==> src/rtl/operand_queue.sv <==
// operand_queue: in-order FIFO that replays result words as ALU operands over valid/ready.
// Define OPQ_ALMOST_FULL_EN to add the almost_full output.
module operand_queue #(
  parameter int WIDTH = 16,
  parameter int DEPTH = 4,
  parameter int ADDR_W = $clog2(DEPTH)
) (
  input  logic              clk,
  input  logic              rst_n,
  input  logic              clr,
  input  logic              wr_valid,
  input  logic [WIDTH-1:0]  wr_data,
  output logic              wr_ready,
  output logic              rd_valid,
  output logic [WIDTH-1:0]  rd_data,
  input  logic              rd_ready,
  output logic [ADDR_W:0]   count,
  output logic              full,
  output logic              empty,
`ifdef OPQ_ALMOST_FULL_EN
  output logic              almost_full,
`endif
  output logic              drop_err
);
  logic [WIDTH-1:0] mem [DEPTH];
  logic [ADDR_W-1:0] wr_ptr, rd_ptr;
  logic push, pop;
  assign full = count == (ADDR_W+1)'(DEPTH);
  assign empty = count == '0;
  assign wr_ready = !full;
  assign rd_valid = !empty;
  assign push = wr_valid && !full;
  assign pop = rd_ready && !empty;
  // Zero while empty so the reset value of rd_data is defined without resetting storage.
  assign rd_data = empty ? '0 : mem[rd_ptr];
`ifdef OPQ_ALMOST_FULL_EN
  assign almost_full = count >= (ADDR_W+1)'(DEPTH-1);
`endif
  always_ff @(posedge clk)
    if (push && !clr) mem[wr_ptr] <= wr_data;
  always_ff @(posedge clk or negedge rst_n)
    if (!rst_n) begin
      wr_ptr <= '0;
      rd_ptr <= '0;
      count <= '0;
    end else if (clr) begin
      wr_ptr <= '0;
      rd_ptr <= '0;
      count <= '0;
    end else begin
      wr_ptr <= push ? wr_ptr + ADDR_W'(1) : wr_ptr;
      rd_ptr <= pop ? rd_ptr + ADDR_W'(1) : rd_ptr;
      count <= count + (ADDR_W+1)'(push) - (ADDR_W+1)'(pop);
    end
  always_ff @(posedge clk or negedge rst_n)
    if (!rst_n) drop_err <= 1'b0;
    else if (wr_valid && full) drop_err <= 1'b1;
endmodule

==> config.mk <==
export PLATFORM = sky130hd
export DESIGN_NAME = operand_queue
export DESIGN_NICKNAME = d
export VERILOG_FILES = /design/src/rtl/operand_queue.sv
export SDC_FILE = /design/constraint.sdc
export NUM_CORES = 1
export LEC_CHECK = 0
export CORE_ASPECT_RATIO = 1.5
export CORE_MARGIN = 2
export CORE_UTILIZATION = 50
export CTS_CLUSTER_DIAMETER = 150
export DETAILED_ROUTE_END_ITERATION = 7
export PLACE_DENSITY = 0.75
export SYNTH_ARGS = -nofsm -noshare
export SYNTH_HDL_FRONTEND = slang
export SYNTH_SLANG_ARGS = --single-unit
==> constraint.sdc <==
create_clock -name clk -period 2.8 [get_ports clk]
set_input_delay 0.56 -clock clk [delete_from_list [all_inputs] [get_ports clk]]
set_output_delay 0.56 -clock clk [all_outputs]
set_load 0.01 [all_outputs]
# Word-level counts from Yosys, hierarchy flattened
# Memory sizes are Yosys's and may differ from the RTL's.
# Index checks and enable logic that the tools add are counted.
[word_totals] latch_bits=0 wordCells=28 input_bits=21 memories=1 romBits=0 ram_bits=64 reg_bits=8 out_inout_bits=24
[classes] order_cmp=0 addsub=4 div=0 n_reduce_logical=10 bitwise_logic=0 eq_ne=1 mux=8 mul=0 n_shift=0
[memory_table] memory="mem" words=4 word_bits=16 rd=1 rd_ports_with_merged_regs=0 wr=1 line_no="25" rtl="logic [WIDTH-1:0] mem [DEPTH];"
[ops] op="two-way mux 16 bit" n=1
[ops] op="two-way mux 2 bit" n=4
[ops] op="adder 2 x 1 -> 2 bit, second input constant" n=2
[ops] op="logical AND 1 bit" n=4
[ops] op="nonzero test 2 bit" n=2
[ops] op="adder 3 x 1 -> 3 bit" n=1
[ops] op="== test 3 bit, second input constant" n=1
[ops] op="zero test 1 bit" n=3
[ops] op="zero test 3 bit" n=1
[ops] op="two-way mux 3 bit" n=1
[ops] op="subtractor 3 x 1 -> 3 bit" n=1
[ops] op="two-way mux 1 bit" n=2

# Logic depth before layout (Yosys ltp)
# Gate-level depths: netlist of the first run.
[logic_depth] depth_word=6 mapped_depth=10 ltp_nobuf=9

# Worst setup path after synthesis of the first run
# OpenSTA, ideal clock, no wires.
[synth_path] path_kind="reg-to-reg" start="reg count[1]" end="mem mem[2][0] (enable)" arrival_time_ns=2.120 stages_incl_launch_ff=5 period_less_slack_ns=2.533 path_buffers=1 path_slack_ns=0.267 setup_time_ns=0.413 required_ns=2.387 cell_sequence="dfrtp_1 or3b_1 buf_6 nand2_1 nor3b_1"
[synth_via] elab_chain_len=6
[synth_lines] item="start, declared" line_no="17" rtl="output logic [ADDR_W:0] count,"
[synth_lines] item="start signal, assigned" line_no="53" rtl="count <= count + (ADDR_W+1)'(push) - (ADDR_W+1)'(pop);"
[synth_lines] item="== test 3 bit" line_no="28" rtl="assign full = count == (ADDR_W+1)'(DEPTH);"
[synth_lines] item="zero test 1 bit"
[synth_lines] item="net wr_ready" line_no="13" rtl="output logic wr_ready,"
[synth_lines] item="logical AND 1 bit" line_no="32" rtl="assign push = wr_valid && !full;"
[synth_lines] item="logical AND 1 bit" line_no="40" rtl="if (push && !clr) mem[wr_ptr] <= wr_data;"
[synth_lines] item="two-way mux 1 bit" line_no="40"
[synth_lines] item="two-way mux 1 bit (implied by the code)" line_no="40"
[synth_lines] item="end, declared" line_no="25"
# The timed path passes the listed nets, and every way through them passes these cells.

# Final worst setup path of the first run
[layout_path] start="reg rd_ptr[0]" end="out rd_data[6]"
[layout_via] elab_chain_len=2
[layout_lines] item="start, declared" line_no="26" rtl="logic [ADDR_W-1:0] wr_ptr, rd_ptr;"
[layout_lines] item="start signal, assigned" line_no="52" rtl="rd_ptr <= pop ? rd_ptr + ADDR_W'(1) : rd_ptr;"
[layout_lines] item="memory read (4 x 16 bit)"
[layout_lines] item="two-way mux 16 bit" line_no="35" rtl="assign rd_data = empty ? '0 : mem[rd_ptr];"
[layout_lines] item="end, declared" line_no="15" rtl="output logic [WIDTH-1:0] rd_data,"
# Every way passes these cells.

==> impl_metrics.json, run 1 <==
{
  "status": "finished clean",
  "grt_overflow": 0,
  "synth_nets": 180,
  "clock-skew-final_ps": 10.0,
  "yosysTopAreaCellShare": 0.654,
  "post-place-cells": 269,
  "ys_top_cells_by_area": "edfxtp_1, mux4_2, dfrtp_1, nor2b_1, ha_1",
  "via_per_inst": 5.41,
  "drtIter0Drc": 60,
  "ant_nets": 0,
  "p_leak_nw": 1.27,
  "yosys.area.top_type": "edfxtp_1",
  "crit_type": "flip-flop to output port",
  "portBuffers": 44,
  "wire_per_inst_um": 18.1,
  "crit_path_start_kind": "flip-flop",
  "final_area_um2": 3740,
  "dieArea_um2": 6520,
  "initial_utilization": 0.512,
  "dp_hpwl_mm": 3.52,
  "antenna_found_initial": 0,
  "firstDrtPassIters": 4,
  "ys_ff_latch": 72,
  "synth_edf_count": 64,
  "power_frac_comb": 0.322,
  "finalHoldViolations": 0,
  "cts_inserted_buffers": 9,
  "die_height_um": 97.9,
  "synth_most_common_cell": "edfxtp_1",
  "wirelength_mm": 5.17,
  "ys_warn_count": 0,
  "grt_max_degree": 21,
  "pin_count": 45,
  "pwr_density_cell_nw_per_um2": 897,
  "finalSetupViolations": 0,
  "core_area_um2": 5740,
  "vdd_drop_max_v": 0.000762,
  "grt_pass1_wl_mm": 8.27,
  "maxCapViolations": 0,
  "slew_headroom": 0.655,
  "cp-end-kind": "output port",
  "clk_pin_slew_worst_paths_ps": 70,
  "r2r_slack_ps": 150,
  "power.share.sequential": 0.396,
  "clock-root-buffer": "clkbuf_8",
  "vias": 1542,
  "period_needed_ps": 2680,
  "hp-class": "flip-flop to flip-flop",
  "maxSlewViolCount": 0,
  "fin_cells": 285,
  "htreeDepth": 3,
  "drive_above_1_share": 0.221,
  "min_period_over_period": 0.955,
  "synth_flop_cell": "edfxtp_1",
  "swShare": 0.263,
  "cts.path.max_buffers": 2,
  "startpoint": "rd_ptr[0]$_DFFE_PN0P_",
  "fin_tns_setup_ps": 0,
  "max_freq_ghz": 0.374,
  "cts_tree": "yes",
  "cts.sinks": 72,
  "num-nets-final": 235,
  "row_count": 34,
  "post_cts_buffers": 0,
  "synthArstFlopShare": 0.111,
  "internal_power_mw": 2.47,
  "hold_slack_ps": 488,
  "synthTopCellsByCount": "edfxtp_1, nor2b_1, mux4_2, dfrtp_1",
  "cp_max_fo": 16,
  "gp_congestion": 0.686,
  "netlist_area_um2": 2940,
  "r2r-start": "count[1]$_DFF_PN0_",
  "drcViolationCount": 0,
  "gr-usage-all-layers": 0.178,
  "crit_arrival_ps": 2120,
  "synth_cells": 153,
  "rsz0062_at_grt": "false",
  "tightest_slew_ps": 513,
  "worstHoldStart": "drop_err$_DFFE_PN0P_",
  "clockPowerShare": 0.282,
  "cp.required_ps": 2240,
  "synth.distinct_cells": 27,
  "grt_pass1_vias": 1695,
  "antennaDiodeCount": 0,
  "clk_latency_ps": 330,
  "area_growth_pct": 27.2,
  "syn_avg_cell_area_um2": 19.2,
  "die_w_um": 66.6,
  "yosysSeqAreaShare": 0.722,
  "placed_area_um2": 3500,
  "power.switching_mw": 0.883
}
logic make-up after synthesis:
family,count (synthesis),synth area share
muxes,16,0.123
buffers and inverters,13,0.0285
DFF,72,0.722
AOI/OAI and AO/OA,8,0.0183
adders and majority gates,6,0.0281
and+or+nand+nor,35,0.0715
xor gates and xnor gates,3,0.00894
state kept, by name, summed over array words and instances (netlist names):
name,flops
rd_ptr,2
drop_err,1
wr_ptr,2
mem,64
count,3
critical path, cell delays in order (launching register included):
cell and delay (ps):
dfrtp_1 430, buf_12 210, mux4_2 510, nor2b_1 150
clkdlybuf4s50_1 490
power by group through the flow:
stage | Clock, mW | Combinational, mW | Sequential (mW)
3_3_place_gp | 0 | 1.06 | 1.34
4_1_cts | 0.962 | 1.10 | 1.33
3_5_place_dp | 0 | 1.10 | 1.35
2_1_floorplan | 0 | 0.642 | 1.32
5_1_grt | 1.01 | 1.17 | 1.34
6_report | 0.947 | 1.08 | 1.33
path summary, 6_finish.rpt:
| check | to | cells after the start |
|---|---|---|
| min in group asynchronous | wr_ptr[1]$_DFFE_PN0P_ | 1 |
| max in group asynchronous | rd_ptr[1]$_DFFE_PN0P_ | 1 |
| worst min register to register | drop_err$_DFFE_PN0P_ | 1 |
| worst min-delay path | drop_err$_DFFE_PN0P_ | 1 |
| worst max register to register | count[2]$_DFF_PN0_ | 9 |
| worst max-delay path | rd_data[6] | 4 |
layout by cell type (no fill, tap or decap), drive strengths merged, types with 4 or more instances in the layout:
master	n
buf	8
clkbuf	10
clkdlybuf4s50	44
dfrtp	8
edfxtp	64
ha	5
inv	5
mux4	16
nor2	4
nor2b	17
nor3b	4
final cells by class:
type,instances,area [um^2]
Sequential cell,72,2120
Fill cell,407,2000
Multi-Input combinational cell,68,758
Timing Repair Buffer,52,513
Clock buffer,10,128
Clock inverter,6,108
Tap cell,72,90.1
Inverter,5,18.8
stage by stage:
step	utilization	total power, mW	setup slack (ps)
2_1_floorplan	-	1.97	267
3_3_place_gp	0.610	2.40	270
6_report	0.651	3.35	125
3_5_place_dp	0.610	2.45	62.7
4_1_cts	0.651	3.40	81.2
5_1_grt	0.651	3.52	9.94
repair_timing:
item | in CTS | in global routing
gates resized for setup | 1 | 0
hold buffers | 0 | 0
endpoints found under the setup margin | 16 | 0
routing by layer:
layer	vias to the layer above	global-route usage	wire length, um
met1	796	0.196	1930
met4	0	0.0738	80
met3	8	0.0634	238
met2	42	0.304	2930
met5	-	0	0
li1	696	-	-
(Power assumes the default switching activity.)
==> run 2: changes to the inputs <==
CORE_MARGIN = unset   (was 2)
==> impl_metrics.json, run 2 (synthesis gave the netlist of run 1 again) <==
{
  "hold_slack_ps": 470,
  "grt_overflow": 0,
  "finalHoldViolations": 0,
  "wirelength_mm": 4.90,
  "min_to": "drop_err$_DFFE_PN0P_",
  "path_buf_inv": 2,
  "cts_tree": "yes",
  "path_delay_family": "buffers and inverters",
  "gr-usage-all-layers": 0.181,
  "area_growth_pct": 25.2,
  "maxSlewViolCount": 0,
  "firstDrtPassIters": 5,
  "row_count": 33,
  "r2r_slack_ps": 230,
  "slew_headroom": 0.660,
  "tightest_slew_ps": 508,
  "grt_pass1_vias": 1648,
  "initial_utilization": 0.527,
  "period_needed_ps": 2670,
  "setup_ws_ps": 131,
  "hp-class": "flip-flop to flip-flop",
  "die_w_um": 64.6,
  "antennaDiodeCount": 0,
  "cts_hold_buf": 0,
  "largest_register": "mem",
  "clk_latency_ps": 340,
  "min_period_over_period": 0.953,
  "worstHoldStart": "drop_err$_DFFE_PN0P_",
  "p_total_mw": 3.15,
  "layout_commonest_cell": "edfxtp_1",
  "cp_slowest_cell": "mux4_2",
  "status": "finished clean",
  "crit_type": "flip-flop to output port",
  "via_per_inst": 5.44,
  "cts-resized-gates": 1,
  "crit_arrival_ps": 2110,
  "layout_common_cells": "edfxtp_1, clkdlybuf4s50_1, nor2b_1",
  "r2r-start": "count[1]$_DFF_PN0_",
  "largest_register_ffs": 64,
  "vdd_drop_max_v": 0.000505,
  "vias": 1533,
  "cts.path.max_buffers": 2,
  "pwr_density_cell_nw_per_um2": 855,
  "clock-skew-final_ps": 8.18,
  "crit_path_start_kind": "flip-flop",
  "finalSetupViolations": 0,
  "cpPeakStageDelay_ps": 500,
  "fin_cells": 282,
  "cp_max_fo": 16,
  "core_area_um2": 5570,
  "clk_pin_slew_worst_paths_ps": 70,
  "pin_count": 45,
  "drcViolationCount": 0,
  "antenna_found_initial": 0,
  "htreeDepth": 3,
  "post-place-cells": 267,
  "clock-root-buffer": "clkbuf_8",
  "p_leak_nw": 1.24,
  "holdPathStages": 1,
  "cts.sinks": 72,
  "regToRegEndpoint": "count[2]$_DFF_PN0_",
  "grt_pass1_wl_mm": 7.69,
  "ant_nets": 0,
  "grt_max_degree": 21,
  "crit_chain": "buf_12, mux4_2, nor2b_1, clkdlybuf4s50_1",
  "dieArea_um2": 6200,
  "fill_cells": 407,
  "gp_congestion": 0.638,
  "maxCapViolations": 0,
  "rr_worst_depth": 9,
  "dp_hpwl_mm": 3.33,
  "cp.required_ps": 2240,
  "rsz0062_at_grt": "false",
  "die_height_um": 95.9,
  "drtIter0Drc": 54,
  "cts_inserted_buffers": 9,
  "cp-end-kind": "output port",
  "post_cts_buffers": 0,
  "drive_above_1_share": 0.212,
  "wire_per_inst_um": 17.4,
  "num-nets-final": 235,
  "max_freq_ghz": 0.375,
  "fin_tns_setup_ps": 0,
  "dp_worst_setup_slack_ps": 118,
  "top_regs": "mem (64), count (3)",
  "portBuffers": 44
}
==> run 2: power by group <==
part	internal (mW)	total (mW)	switching, mW	leakage (nW)
Combinational	0.625	1.07	0.447	0.473
Sequential	1.26	1.33	0.0707	0.681
Clock	0.402	0.744	0.342	0.0868
==> run 2: worst max-delay path by stage <==
stage / from / endpoint / slack (ps) / cells after the start
after floorplan: count[1]$_DFF_PN0_ / mem[2][0]$_DFFE_PP_ / 270 / 4
after global placement: wr_valid / count[2]$_DFF_PN0_ / 270 / 9
after detailed placement: wr_valid / count[2]$_DFF_PN0_ / 120 / 9
after CTS: rd_ptr[0]$_DFFE_PN0P_ / rd_data[1] / 90 / 4
after global routing: rd_ptr[0]$_DFFE_PN0P_ / rd_data[4] / 10 / 4
final: rd_ptr[0]$_DFFE_PN0P_ / rd_data[1] / 130 / 4
==> run 2: metal layers <==
layer  vias up  GRT usage  part of all wire
met2        45      0.332              0.58
met4         0      0.104             0.018
li1        694          -                 -
met1       783      0.179              0.37
met5         -          0                 0
met3        11     0.0557             0.039
==> run 2: layout make-up <==
class	instances	area, um^2	share of cell area
clock buffers	11	131	0.0357
clock inverters	4	46.3	0.0126
inverters	5	18.8	0.00510
multi-input cells	68	758	0.206
flip-flops and latches	72	2120	0.577
well taps	70	87.6	0.0238
repair buffers	52	513	0.139
==> run 2: through the flow <==
step                instance area, um^2  utilization
floorplan                          2940            -
global placement                   3500        0.628
detailed placement                 3500        0.628
CTS                                3680        0.660
global route                       3680        0.660
finish                             3680        0.660
==> run 3: changes to the inputs <==
CORE_UTILIZATION = 28   (was 50)
PLACE_DENSITY = unset   (was 0.75)
==> impl_metrics.json, run 3 (synthesis gave the netlist of run 1 again) <==
{
  "dieArea_um2": 10900,
  "layout_commonest_cell": "edfxtp_1",
  "cp.required_ps": 2240,
  "p_total_mw": 3.47,
  "min_period_over_period": 0.943,
  "die_height_um": 127,
  "finalSetupViolations": 0,
  "grt_overflow": 0,
  "gp_congestion": 0.726,
  "initial_utilization": 0.288,
  "firstDrtPassIters": 4,
  "maxSlewViolCount": 0,
  "drive_above_1_share": 0.215,
  "clk_latency_ps": 330,
  "cts.sinks": 72,
  "wirelength_mm": 5.23,
  "drtIter0Drc": 65,
  "antennaDiodeCount": 0,
  "layout_common_cells": "edfxtp_1, clkdlybuf4s50_1, nor2b_1",
  "antenna_found_initial": 0,
  "cpPeakStageDelay_ps": 530,
  "die_w_um": 85.7,
  "post_cts_buffers": 0,
  "p_leak_nw": 1.30,
  "crit_chain": "buf_6, mux4_2, nor2b_1, clkdlybuf4s50_1",
  "grt_pass1_vias": 1582,
  "finalCoreUtilization": 0.380,
  "tightest_slew_ps": 501,
  "fin_cells": 355,
  "crit_arrival_ps": 2080,
  "fin_tns_setup_ps": 0,
  "portBuffers": 44,
  "row_count": 45,
  "crit_type": "flip-flop to output port",
  "clk_pin_slew_worst_paths_ps": 50,
  "drcViolationCount": 0,
  "cts.path.max_buffers": 2,
  "finalHoldViolations": 0,
  "wire_per_inst_um": 14.7,
  "pwr_density_cell_nw_per_um2": 896,
  "period_needed_ps": 2640,
  "setup_ws_ps": 159,
  "gr-usage-all-layers": 0.105,
  "grt_pass1_wl_mm": 8.09,
  "cts_inserted_buffers": 9,
  "rsz0062_at_grt": "false",
  "pin_count": 45,
  "status": "finished clean",
  "via_per_inst": 4.18,
  "num-nets-final": 237,
  "area_growth_pct": 31.8,
  "ant_nets": 0,
  "final_area_um2": 3870,
  "grt_max_degree": 21,
  "cp_max_fo": 13,
  "htreeDepth": 3,
  "clock-root-buffer": "clkbuf_16",
  "post-place-cells": 340,
  "maxCapViolations": 0,
  "cts_tree": "yes",
  "slew_headroom": 0.665,
  "largest_register": "mem",
  "largest_register_ffs": 64,
  "cp_slowest_cell": "mux4_2",
  "crit_path_start_kind": "flip-flop",
  "dp_worst_setup_slack_ps": 288,
  "dp_hpwl_mm": 3.52,
  "clock-skew-final_ps": 3.94,
  "cp-end-kind": "output port",
  "max_freq_ghz": 0.379,
  "hp-class": "flip-flop to flip-flop",
  "vias": 1484,
  "vdd_drop_max_v": 0.000353,
  "hold_slack_ps": 458,
  "core_area_um2": 10200,
  "top_regs": "mem (64), count (3)",
  "placed_area_um2": 3590
}
-- run 3: layout make-up --
type                            instances  area, um^2
Timing Repair Buffer                   54         519
Fill cell                             951        6320
Sequential cell                        72        2120
Inverter                                5        18.8
Clock inverter                          4        46.3
Tap cell                              141         176
Clock buffer                           11         233
Multi-Input combinational cell         68         758
-- run 3: path summary, 6_finish.rpt --
| check | from | endpoint | slack, ps | cells past startpoint |
|---|---|---|---|---|
| max in group asynchronous | rst_n | wr_ptr[0]$_DFFE_PN0P_ | 2010 | 1 |
| max reg2reg | count[1]$_DFF_PN0_ | count[2]$_DFF_PN0_ | 300 | 9 |
| min reg2reg | drop_err$_DFFE_PN0P_ | drop_err$_DFFE_PN0P_ | 460 | 1 |
| min in group asynchronous | rst_n | count[0]$_DFF_PN0_ | 520 | 1 |
| min | drop_err$_DFFE_PN0P_ | drop_err$_DFFE_PN0P_ | 460 | 1 |
| max | rd_ptr[0]$_DFFE_PN0P_ | rd_data[0] | 160 | 4 |
-- run 3: worst max-delay path: cells and delay by family, from the launching register on --
family	cells	cell delay, ps
buffers and inverters	2	700
multiplexers	1	530
flip-flops	1	360
AND/OR/NAND/NOR	1	140
-- run 3: repair_timing --
| item | 4_1_cts | 5_1_grt |
|---|---|---|
| setup endpoints to repair | 0 | 1 |
| hold buffers | 0 | 0 |
| gates resized for setup | 0 | 1 |
-- run 3: power breakdown --
| group | leakage (nW) | internal, mW | switching (mW) |
|---|---|---|---|
| clock | 0.133 | 0.679 | 0.389 |
| combinational | 0.480 | 0.625 | 0.469 |
| sequential | 0.683 | 1.26 | 0.0507 |
-- run 3: routing by layer --
layer | track usage | wire, um | vias to the layer above
li1 | - | - | 700
met1 | 0.111 | 2070 | 743
met2 | 0.183 | 2860 | 34
met3 | 0.0317 | 190 | 7
met4 | 0.0647 | 109 | 0
met5 | 0 | 0 | -
==> RTL edit, RTL diff (settings of run 2) <==
Build with the macro `OPQ_ALMOST_FULL_EN` defined.
--- a/src/rtl/operand_queue.sv
+++ b/src/rtl/operand_queue.sv
@@ -1,4 +1,6 @@
 // operand_queue: in-order FIFO that replays result words as ALU operands over valid/ready.
 // Define OPQ_ALMOST_FULL_EN to add the almost_full output.
+`define OPQ_ALMOST_FULL_EN
+
 module operand_queue #(
   parameter int WIDTH = 16,
Behaviour (old outputs only; new: almost_full): unchanged (Yosys induction, for registers that start in step).
==> RTL edit against run 2 <==
Synthesized area increased by 1.7%; critical path type unchanged; core utilization decreased by 1.5 points; sequential cell count unchanged; worst setup slack got worse by 31 ps; wire length increased by 2.0%; final area increased by 1.4%; total power increased by 0.79%; count of clock-buffer cells in the layout decreased by 1; register-to-register slack improved by 230 ps; via count decreased by 0.13%.
==> RTL edit: results (changes against run 2) <==
clock-pin slew on the worst setup and hold paths=70 ps (about the same); antenna cell count=0 (unchanged); Total GRT Usage=17.8% (-0.36 points); EDFF count, synth=64 (unchanged); fraction of layout cells with a size suffix above 1=18.5% (-2.7 points); Leakage=1.27 nW (+2.7%); # H-tree levels=3 (unchanged); critical path's largest stage delay=560 ps (+60 ps); Clock Tree Buf Depth=2 (unchanged); CP top delay family=buffers and inverters; initial antenna violation count=0 (unchanged); Synth area leaders=edfxtp_1 64%, mux4_1 7.0%, dfrtp_1 6.7%, mux4_2 6.0%, nor2b_1 3.3%; dpl ws=328 ps (+211 ps); largest net degree at the start of global routing=21 (unchanged); number of CTS-inserted buffers=9 (unchanged); first-pass GRT wire length=7760 um (+0.90%); Post-synth ARST share=11.1% (unchanged); Nets=239 (+1.7%); Vias=1531 (-0.13%); Slew HR=65.1% (-0.95 points); status=finished, final reports clean; Worst-Skew Late Latency=340 ps (about the same); Min-Delay Path Class=flop to flop; Placed Instance Area=0.00355 mm2 (+1.4%); Synth top cells by count=64 x edfxtp_1, 16 x nor2b_1, 8 x dfrtp_1, 8 x mux4_1, 8 x mux4_2; Worst Path Arrival=2140 ps (+30 ps); drt initial violations=54 (unchanged); syn nets=183 (+1.7%); post-synthesis average cell area=19.3 um2 (+0.39%); I/O Buffers=45 (+2.3%); Yosys warnings=0 (unchanged); WL final=5000 um (+2.0%); clock root buffer=clkbuf_8; GPL Wtd Cong=0.680 (+6.5%); register area share after synthesis=71.0% (-1.2 points); Max FO, Critical Path=13 (-3); top flop regs=mem x64, count x3; worst vdd ir=0.899 mV (+78%); slowest cell on the critical path=mux4_1; Combinational Power Share=36.6% (+2.5 points); DR pass1 iterations=4 (-1); internal cell power=0.00224 W (-1.8%); Vias/cell=5.32 (-2.2%); clock skew=9.41 ps (+1.23 ps); DPL Wire Length=3340 um (+0.31%); vias in the first global route=1592 (-3.4%); Fill cells=439 (+7.9%); placed cell count=270 (+1.1%); synth unique cells=28 (+3.7%)
==> RTL edit: cell count changes after synthesis, sizes merged <==
| cell | delta |
|---|---|
| nand2 | +1 |
| ha | +1 |
| inv | +1 |
| nor3 | -1 |
| o21ai | +1 |
| and2 | -1 |
==> RTL edit: worst paths after layout <==
path / startpoint / end / depth (start not counted) / slack, ps
setup / recovery: rd_ptr[0] / rd_data[5] / 4 / 100
hold / removal: drop_err / drop_err / 1 / 460
setup reg to reg: count[1] / count[2] / 8 / 460
hold reg to reg: drop_err / drop_err / 1 / 460
max in group asynchronous: rst_n / rd_ptr[0] / 1 / 1990
min in group asynchronous: rst_n / drop_err / 1 / 500
==> RTL edit: area by class of cell <==
cell class	count	area [um2]	area share (%)
clock buffer	10	128	3.42
clock inverter	6	36.3	0.973
tap	72	90.1	2.42
inverter	6	22.5	0.604
multi-input combinational	69	805	21.6
timing repair buffer	53	523	14.0
sequential	72	2120	57.0
==> RTL edit: power by group through the flow <==
stage | Clock, W | Combinational [W] | Sequential [W]
floorplan | 0 | 0.000653 | 0.00133
global route | 0.000734 | 0.00125 | 0.00134
detailed placement | 0 | 0.00116 | 0.00136
finish | 0.000676 | 0.00116 | 0.00133
global placement | 0 | 0.00113 | 0.00135
CTS | 0.000691 | 0.00117 | 0.00134
==> RTL edit: per-stage QoR <==
stage	utilization [%]	power, W
after CTS	64.2	0.00319
final	64.4	0.00317
after global routing	64.4	0.00332
after global placement	61.3	0.00248
after detailed placement	61.3	0.00252
after floorplan	-	0.00198
==> RTL edit: repair_timing <==
action,4_1_cts,5_1_grt
gates resized for setup,1,1
setup endpoints to repair,5,10
buffers inserted,0,2
hold endpoints to repair,0,0
==> RTL edit: cell families after synthesis <==
family / synth area share, %
DFF: 71.0
adders and majority gates: 3.18
AOI/OAI and AO/OA: 1.97
and+or+nand+nor: 6.99
buffers and inverters: 2.93
muxes: 13.1
xor gates and xnor gates: 0.879
==> RTL edit: metal layers <==
metal	vias to the layer above	share of wire (%)	routed length [um]	global-route usage (%)
li1	713	-	-	-
met1	762	36	1810	17.8
met2	45	57	2850	32.2
met3	11	4.3	214	5.31
met4	0	2.3	115	8.53
met5	-	0	0	0
